## config.mk

```make
export PLATFORM = sky130hd
export DESIGN_NAME = unidade_controle_jogo
export DESIGN_NICKNAME = d
export VERILOG_FILES = /design/src/rtl/unidade_controle_jogo.sv
export SDC_FILE = /design/constraint.sdc
export NUM_CORES = 1
export LEC_CHECK = 0
export CELL_PAD_IN_SITES_DETAIL_PLACEMENT = 0
export CELL_PAD_IN_SITES_GLOBAL_PLACEMENT = 2
export CORE_UTILIZATION = 26
export CTS_CLUSTER_SIZE = 8
export DETAILED_ROUTE_END_ITERATION = 7
export PLACE_DENSITY = 0.77
export SYNTH_ARGS = -nofsm -noshare
export SYNTH_HDL_FRONTEND = slang
export SYNTH_SLANG_ARGS = --single-unit
```

## constraint.sdc

```tcl
create_clock -name clock -period 1.6 [get_ports clock]
set_input_delay 0.24 -clock clock [delete_from_list [all_inputs] [get_ports clock]]
set_output_delay 0.24 -clock clock [all_outputs]
set_load 0.1 [all_outputs]
```

## src/rtl/unidade_controle_jogo.sv

```systemverilog
// rtl/unidade_controle_jogo.sv - match controller FSM for the game datapath
module unidade_controle_jogo #(
    parameter int unsigned MAX_MORTES = 3
) (
    input  logic       clock,
    input  logic       reset,
    input  logic       iniciar,
    input  logic       confirmar,
    input  logic       CJ_fim,
    input  logic       jogador_vivo,
    input  logic [1:0] classe_atual,
    input  logic [4:0] mortes,
    output logic       rst_global,
    output logic       zera_CS,
    output logic       inc_seed,
    output logic       e_seed_reg,
    output logic       zera_CJ,
    output logic       inc_jogador,
    output logic       mostra_classe,
    output logic       processar_acao,
    output logic       avaliar_eliminacao,
    output logic       pronto,
    output logic       fim_jogo,
    output logic [3:0] db_estado,
    output logic [3:0] db_noite
);

    typedef enum logic [3:0] {
        INICIAL   = 4'h0,
        SORTEIO   = 4'h1,
        CARREGA   = 4'h2,
        GRAVA     = 4'h3,
        ESPERA_R  = 4'h4,
        REVELA    = 4'h5,
        ESPERA_N  = 4'h6,
        AVALIA_N  = 4'h7,
        ACAO      = 4'h8,
        PROXIMO   = 4'h9,
        ELIMINA   = 4'hA,
        RESULTADO = 4'hB,
        EXECUTA   = 4'hC,
        PROX_R    = 4'hD,
        INICIA_N  = 4'hE,
        FIM       = 4'hF
    } estado_t;

    estado_t    estado;
    estado_t    prox;
    logic       confirmar_q;
    logic       conf_ev;
    logic       inc_revela;
    logic [2:0] n_mortes;
    logic       fim_cond;

    assign conf_ev   = confirmar & ~confirmar_q;
    assign n_mortes  = {2'b00, mortes[0]} + {2'b00, mortes[1]} + {2'b00, mortes[2]}
                     + {2'b00, mortes[3]} + {2'b00, mortes[4]};
    assign fim_cond  = 32'(n_mortes) >= MAX_MORTES;
    assign db_estado = estado;
    // Only Mealy path: advance the player straight out of PROXIMO unless it was the last one.
    assign inc_jogador = inc_revela | ((estado == PROXIMO) & ~CJ_fim);

    always_comb begin
        prox = estado;
        case (estado)
            INICIAL:   prox = SORTEIO;
            SORTEIO:   if (iniciar) prox = CARREGA;
            CARREGA:   prox = GRAVA;
            GRAVA:     prox = ESPERA_R;
            ESPERA_R:  prox = REVELA;
            REVELA:    if (conf_ev) prox = CJ_fim ? INICIA_N : PROX_R;
            PROX_R:    prox = ESPERA_R;
            INICIA_N:  prox = ESPERA_N;
            ESPERA_N:  prox = AVALIA_N;
            AVALIA_N:  prox = (!jogador_vivo || classe_atual == 2'b00 || classe_atual == 2'b11)
                              ? PROXIMO : ACAO;
            ACAO:      if (conf_ev) prox = EXECUTA;
            EXECUTA:   prox = PROXIMO;
            PROXIMO:   prox = CJ_fim ? ELIMINA : ESPERA_N;
            ELIMINA:   prox = RESULTADO;
            RESULTADO: if (conf_ev) prox = fim_cond ? FIM : INICIA_N;
            FIM:       if (conf_ev) prox = INICIAL;
            default:   prox = INICIAL;
        endcase
    end

    // Outputs are registered from the next state so they line up with the state they decode.
    always_ff @(posedge clock or posedge reset) begin
        if (reset) begin
            estado             <= INICIAL;
            confirmar_q        <= 1'b0;
            db_noite           <= 4'd0;
            rst_global         <= 1'b1;
            zera_CS            <= 1'b1;
            zera_CJ            <= 1'b1;
            inc_seed           <= 1'b0;
            e_seed_reg         <= 1'b0;
            inc_revela         <= 1'b0;
            mostra_classe      <= 1'b0;
            processar_acao     <= 1'b0;
            avaliar_eliminacao <= 1'b0;
            pronto             <= 1'b0;
            fim_jogo           <= 1'b0;
        end else begin
            estado      <= prox;
            confirmar_q <= confirmar;
            if (prox == INICIAL)
                db_noite <= 4'd0;
            else if (estado == ELIMINA && db_noite != 4'hF)
                db_noite <= db_noite + 4'd1;
            rst_global         <= (prox == INICIAL);
            zera_CS            <= (prox == INICIAL);
            zera_CJ            <= (prox inside {INICIAL, GRAVA, INICIA_N});
            inc_seed           <= (prox == SORTEIO);
            e_seed_reg         <= (prox == GRAVA);
            inc_revela         <= (prox == PROX_R);
            mostra_classe      <= (prox inside {REVELA, ESPERA_N, AVALIA_N, ACAO, EXECUTA});
            processar_acao     <= (prox == EXECUTA);
            avaliar_eliminacao <= (prox == ELIMINA);
            pronto             <= (prox inside {REVELA, ACAO, RESULTADO, FIM});
            fim_jogo           <= (prox == FIM);
        end
    end

endmodule

```

# Yosys cells after proc, flatten, opt, wreduce, memory -nomap -nowiden

Cells that the tools add are included.

Bits in registers: 19
Bits of input ports: 13
Logic and storage cells: 77

Add/subtract/negate cells: 5
Magnitude comparators: 1
Equal/unequal tests: 29
Multiplexer cells: 12
Bitwise operators: 5
Reductions and logical operators: 12

Operators with widths:

| cell                                                               | number |
|---|---|
| == test 4 bit (second input constant)                              | 15 |
| one-hot mux 4 bit (15 select lines)                                | 1 |
| 2-to-1 mux 4 bit                                                   | 8 |
| == test 4 x 3 -> 1 bit (second input constant)                     | 7 |
| == test 4 x 2 -> 1 bit (second input constant)                     | 3 |
| == test 4 x 1 -> 1 bit (second input constant)                     | 2 |
| zero test 4 bit                                                    | 2 |
| adder 3 x 1 -> 3 bit                                               | 2 |
| nonzero test 5 bit                                                 | 1 |
| adder 4 x 1 -> 4 bit (second input constant)                       | 1 |
| inequality test 4 bit (second input constant)                      | 1 |
| nonzero test 4 bit                                                 | 1 |
| adder 2 x 1 -> 3 bit                                               | 1 |
| greater-or-equal comparator 3 x 2 -> 1 bit (second input constant) | 1 |
| nonzero test 3 bit                                                 | 1 |
| adder 1 x 1 -> 2 bit                                               | 1 |
| AND 1 bit                                                          | 2 |
| == test 2 bit (second input constant)                              | 1 |
| zero test 2 bit                                                    | 1 |
| logical OR 1 bit                                                   | 2 |
| 2-to-1 mux 1 bit                                                   | 2 |
| 2-to-1 mux 2 bit                                                   | 1 |
| inverter 1 bit                                                     | 2 |
| nonzero test 2 bit                                                 | 1 |
| other kinds (4)                                                    | 4 |

# Logic depth before layout (Yosys ltp)

Depth after elaboration: 10
Depth in mapped cells: 10
Depth with buffers taken out: 10

# Least setup slack after synthesis

Ideal clock, no wire load.

Kind: reg-to-output
From: reg estado[0] (netlist: db_estado[0])
To: out inc_jogador
Data arrival time: 2.845 ns
Required time: 1.360 ns
Slack: -1.485 ns
Stages on the path, launching flop included: 4
Path buffers: 0
Cell sequence: dfrtp_1 > nor2b_2 > nand2_1 > o21bai_1

Longest elaborated chain between the ends: 3

RTL lines:

| element                | RTL line | text |
|---|---|---|
| from (decl)            | 47       | `estado_t estado;` |
| from (signal assigned) | 105      | `estado <= prox;` |
| == test 4 bit          | 61       | `assign inc_jogador = inc_revela \| ((estado == PROXIMO) & ~CJ_fim);` |
| AND 1 bit              | 61       |  |
| OR 1 bit               | 61       |  |
| to (decl)              | 18       | `output logic inc_jogador,` |

No other way between the ends.

# Final worst setup path

From: in mortes[1]
To: reg mostra_classe

Longest elaborated chain between the ends: 10

RTL lines:

| element                                                        | RTL line | text |
|---|---|---|
| from (decl)                                                    | 12       | `input logic [4:0] mortes,` |
| adder 1 x 1 -> 2 bit *                                         | 56       | `assign n_mortes = {2'b00, mortes[0]} + {2'b00, mortes[1]} + {2'b00, mortes[2]}` |
| adder 2 x 1 -> 3 bit *                                         | 56       |  |
| adder 3 x 1 -> 3 bit * (2 in a row)                            | 57       | `+ {2'b00, mortes[3]} + {2'b00, mortes[4]};` |
| greater-or-equal comparator 3 x 2 -> 1 bit *                   | 58       | `assign fim_cond = 32'(n_mortes) >= MAX_MORTES;` |
| 2-to-1 mux 1 bit *                                             | 81       | `RESULTADO: if (conf_ev) prox = fim_cond ? FIM : INICIA_N;` |
| 2-to-1 mux 4 bit *                                             | 81       |  |
| one-hot mux 4 bit (15 select lines) *                          | 65       | `case (estado)` |
| == test 4 x 3 -> 1 bit / == test 4 bit (equally long branches) | 117      | `mostra_classe <= (prox inside {REVELA, ESPERA_N, AVALIA_N, ACAO, EXECUTA});` |
| nonzero test 5 bit *                                           | 117      |  |
| to (signal assigned)                                           | 117      |  |
| to (decl)                                                      | 19       | `output logic mostra_classe,` |

Mark *: on every way between the ends. The rest lies on a longest branch, timed or not.
A chain may end at the register's enable or synchronous reset.

==> results summary <==
The time the worst path needs with I/O delays and setup is 2.08 ns. The initial standard-cell utilization of the core is 27.5%. The number of antenna cells inserted came out at 0. Using the TritonRoute via totals, the vias-per-cell ratio works out to 4.80. The fill cell total of the finished layout is 393.

The dominant cell type by area after synthesis is dfrtp_1. CTS saw 19 sinks. Sorting the synthesized cells by area gives the leading types as dfrtp_1 35%, dfstp_2 4.3%, fa_1 3.3%.

The setup slack on the worst flop-to-flop path came out at -0.15 ns. After clock tree synthesis, the clock-pin slew on the worst setup and hold paths is 0.07 ns. Among all stages on the critical path, the largest delay is contributed by fa_1. Synthesis inferred 19 register bits. In the final routed layout, each cell accounts on average for 14.0 um. On the critical path the largest part of the delay comes from adder cells.

Detailed placement ended at an HPWL of 2330 um. The required time of the critical path came out at 1.75 ns. The leakage power figure came out at 1.03 nW. The CTS buffer count is 3.

Static timing analysis puts the maximum clock frequency at 481 MHz. The final reports fail on negative setup slack. The latest clock arrival within the worst-skew pair is 0.26 ns.

The total count of max-transition violations in the final report came out at 0. The final cycle utilization of the critical path came out at 130%. The H-tree depth came out at 1. The final-stage net count is 208.

Summing the sequential cell areas from Yosys gives 39.4% of the chip area. TritonCTS built the clock tree. Counting along the longest clock path gives a buffer depth of 2. The synthesized net count is 137. The maximum number of pins on one net before global-route repair is 20. The data arrival at the endpoint of the critical path is 2.22 ns. The area of the core region came out at 4410 sq um. The hold buffer count at CTS is 0. The tree is rooted in a clkbuf_8. The flow ran to the end, but the final reports show violations. Input and output buffers added on the ports amount to 31. The detailed-route DRC error count is 0.

After synthesis, the largest area contributor takes up 35.1% of total cell area. The detailed-router iteration count before antenna repair came out at 4. The width of the chip came out at 70.3 um.

The number of distinct library cell variants in the gate-level netlist after synthesis is 49. The number of cell instances on the worst register-to-register path is 6. The kind of end point of the critical path is a flip-flop.

Once routing completed, OpenROAD measured the worst setup slack at -0.477 ns. Before CTS, the worst setup slack after placement is -1.35 ns. The most common cell in the synthesized netlist is dfrtp_1. The maximum cell stage delay along the critical path is 0.49 ns. Counting both buffers and inverters, the worst setup path holds a total of 3. The die extent in y is 70.3 um. In this run the worst hold path is classified as in2async. The count of final hold-check violations is 0. The number of antenna violations at the first check in global routing is 0. The most used flip-flop cell after synthesis is dfrtp_1. IR analysis of the VDD net gives a maximum drop of 1330 uV. After routing the design area is 2270 sq um. The instance area at placement came out at 1980 sq um.

The number of gates on the worst path with buffers counted is 11. The die area came out at 4940 sq um. The global placer's final weighted congestion is 0.817. The actual transition at the worst max-transition pin is 0.379 ns. The startpoint type of the worst setup path is an input port. The DRC marker count from the first detailed-route iteration is 36. The number of placement rows is 24. The area growth from synthesis to final layout came out at 87.1%. The post-route antenna net violation count is 0. The share of flip-flops with an asynchronous set or reset after synthesis came out at 100%. The reported max-cap violation count is 0. The total wire length is 3400 um. The synthesized design contains 0 enable-type register cells.

After synthesis, the most frequently instantiated cells are 17 x dfrtp_1, 10 x inv_1, 8 x nand2_1. After synthesis the cells add up to 1210 sq um. The maximum net fanout on the critical path is 2. The tightest slew margin relative to the limit is 74.4%.

The path type of the worst setup path is in2reg. The number of global-route vias before repair is 1187. In this run the power density over the cells is 2310 nW/um^2.

The global-route wire length before repair is 5580 um. The cell count after synthesis is 120. The synthesized area per cell is 10.1 sq um. The residual overflow from global routing is 0.

The total track usage is 14.6%. The via count of the routed design came out at 1162. The final count of negative-setup-slack endpoints came out at 8. Setup repair after global routing could not meet its margin everywhere. In the final layout, the share of cells above drive strength 1 is 59.5%. The critical path goes through buf_6 > inv_4 > fa_1 > fa_2 > inv_2 > ha_4 > nor2b_4 > o21bai_4 > a21o_4 > nand3_2 > mux2_4. The total I/O pin count came out at 32. The clock arrives with 0.00125 ns of skew. The number of warnings reported in the yosys synthesis log is 0.
==> stage by stage <==
step / utilization [%] / total power [mW] / instances / TNS (ns) / hold slack, ns
floorplan: - / 3.14 / 120 / -3.58 / 0.190
global placement: 44.8 / 4.37 / 224 / -8.45 / 0.577
detailed placement: 44.8 / 4.43 / 224 / -8.80 / 0.583
CTS: 47.7 / 4.98 / 234 / -3.50 / 0.315
global route: 51.4 / 5.51 / 242 / -3.57 / 0.327
finish: 51.4 / 5.24 / 242 / -2.93 / 0.303
==> repair_timing <==
| action | CTS | global route |
|---|---|---|
| buffers inserted | 6 | 8 |
| hold endpoints to repair | 0 | 0 |
| setup endpoints to repair | 8 | 11 |
| pin swaps | 7 | 13 |
| resized for setup | 20 | 24 |
| cloned | 0 | 0 |
==> report_power, final <==
part / internal (mW) / switching (mW)
Combinational: 1.75 / 2.25
Sequential: 0.679 / 0.234
Clock: 0.173 / 0.158
Total: 2.60 / 2.64
==> cells in the final DEF, fill, tap and decap left out, types with 2 or more instances in the layout <==
cell type	synthesis	final
dfrtp_2	0	3
nor2_1	7	6
xor2_1	2	2
clkbuf_8	0	3
dfstp_2	2	2
inv_2	1	3
buf_4	3	36
clkdlybuf4s50_1	0	9
inv_1	10	6
nand2_4	0	2
o21ai_1	3	3
nand2_1	8	6
nand3b_1	2	2
a21oi_2	1	3
dfrtp_4	0	3
a211o_1	2	2
buf_6	2	5
o21bai_4	0	2
buf_12	0	20
and3_4	0	3
mux2i_1	2	2
nand3_2	1	2
o21ai_0	3	3
dfrtp_1	17	11
nand3_1	6	5
nor2b_4	1	4
xnor2_1	2	2
nor3_1	3	2
==> kinds of logic (layout without fill, tap and decap cells) <==
kind of cell,after synthesis,after routing,synth area share [%]
AOI/OAI and AO/OA,28,28,19.6
and+or+nand+nor,44,44,21.9
xor gates and xnor gates,4,4,2.89
adders and majority gates,4,4,5.37
muxes,3,3,2.89
buffers and inverters,18,88,7.95
DFF,19,19,39.4
==> layout make-up <==
cell class / instances / area, sq um / share of cell area [%]
tap: 52 / 65.1 / 2.87
timing repair buffer: 73 / 845 / 37.2
sequential: 19 / 493 / 21.7
inverter: 11 / 51.3 / 2.26
clock inverter: 1 / 5.00 / 0.221
multi-input combinational: 83 / 768 / 33.9
clock buffer: 3 / 41.3 / 1.82
==> final timing paths <==
| path | endpoint | start |
|---|---|---|
| worst max-delay path | mostra_classe | mortes[1] |
| worst min-delay path | fim_jogo | reset |
| worst max register to register | mostra_classe | db_estado[2] |
| worst min register to register | db_noite[1] | db_noite[1] |
| max in group asynchronous | zera_CS | reset |
| min in group clock | confirmar_q | confirmar |
==> routing by layer <==
layer  global-route usage (%)  vias up  routed length, um  share of wire (%)
met5                        0        -                  0                  0
met4                     7.33        0                 64                1.9
met2                     25.1       37               1700                 50
met3                     1.59        5                114                3.4
met1                     17.8      565               1520                 45
li1                         -      555                  -                  -
==> worst min-delay path: stages <==
cell and delay (ns):
clkdlybuf4s50_1 0.40, inv_1 0.05, buf_4 0.25
No activity file was read; power rests on OpenSTA's default activity.
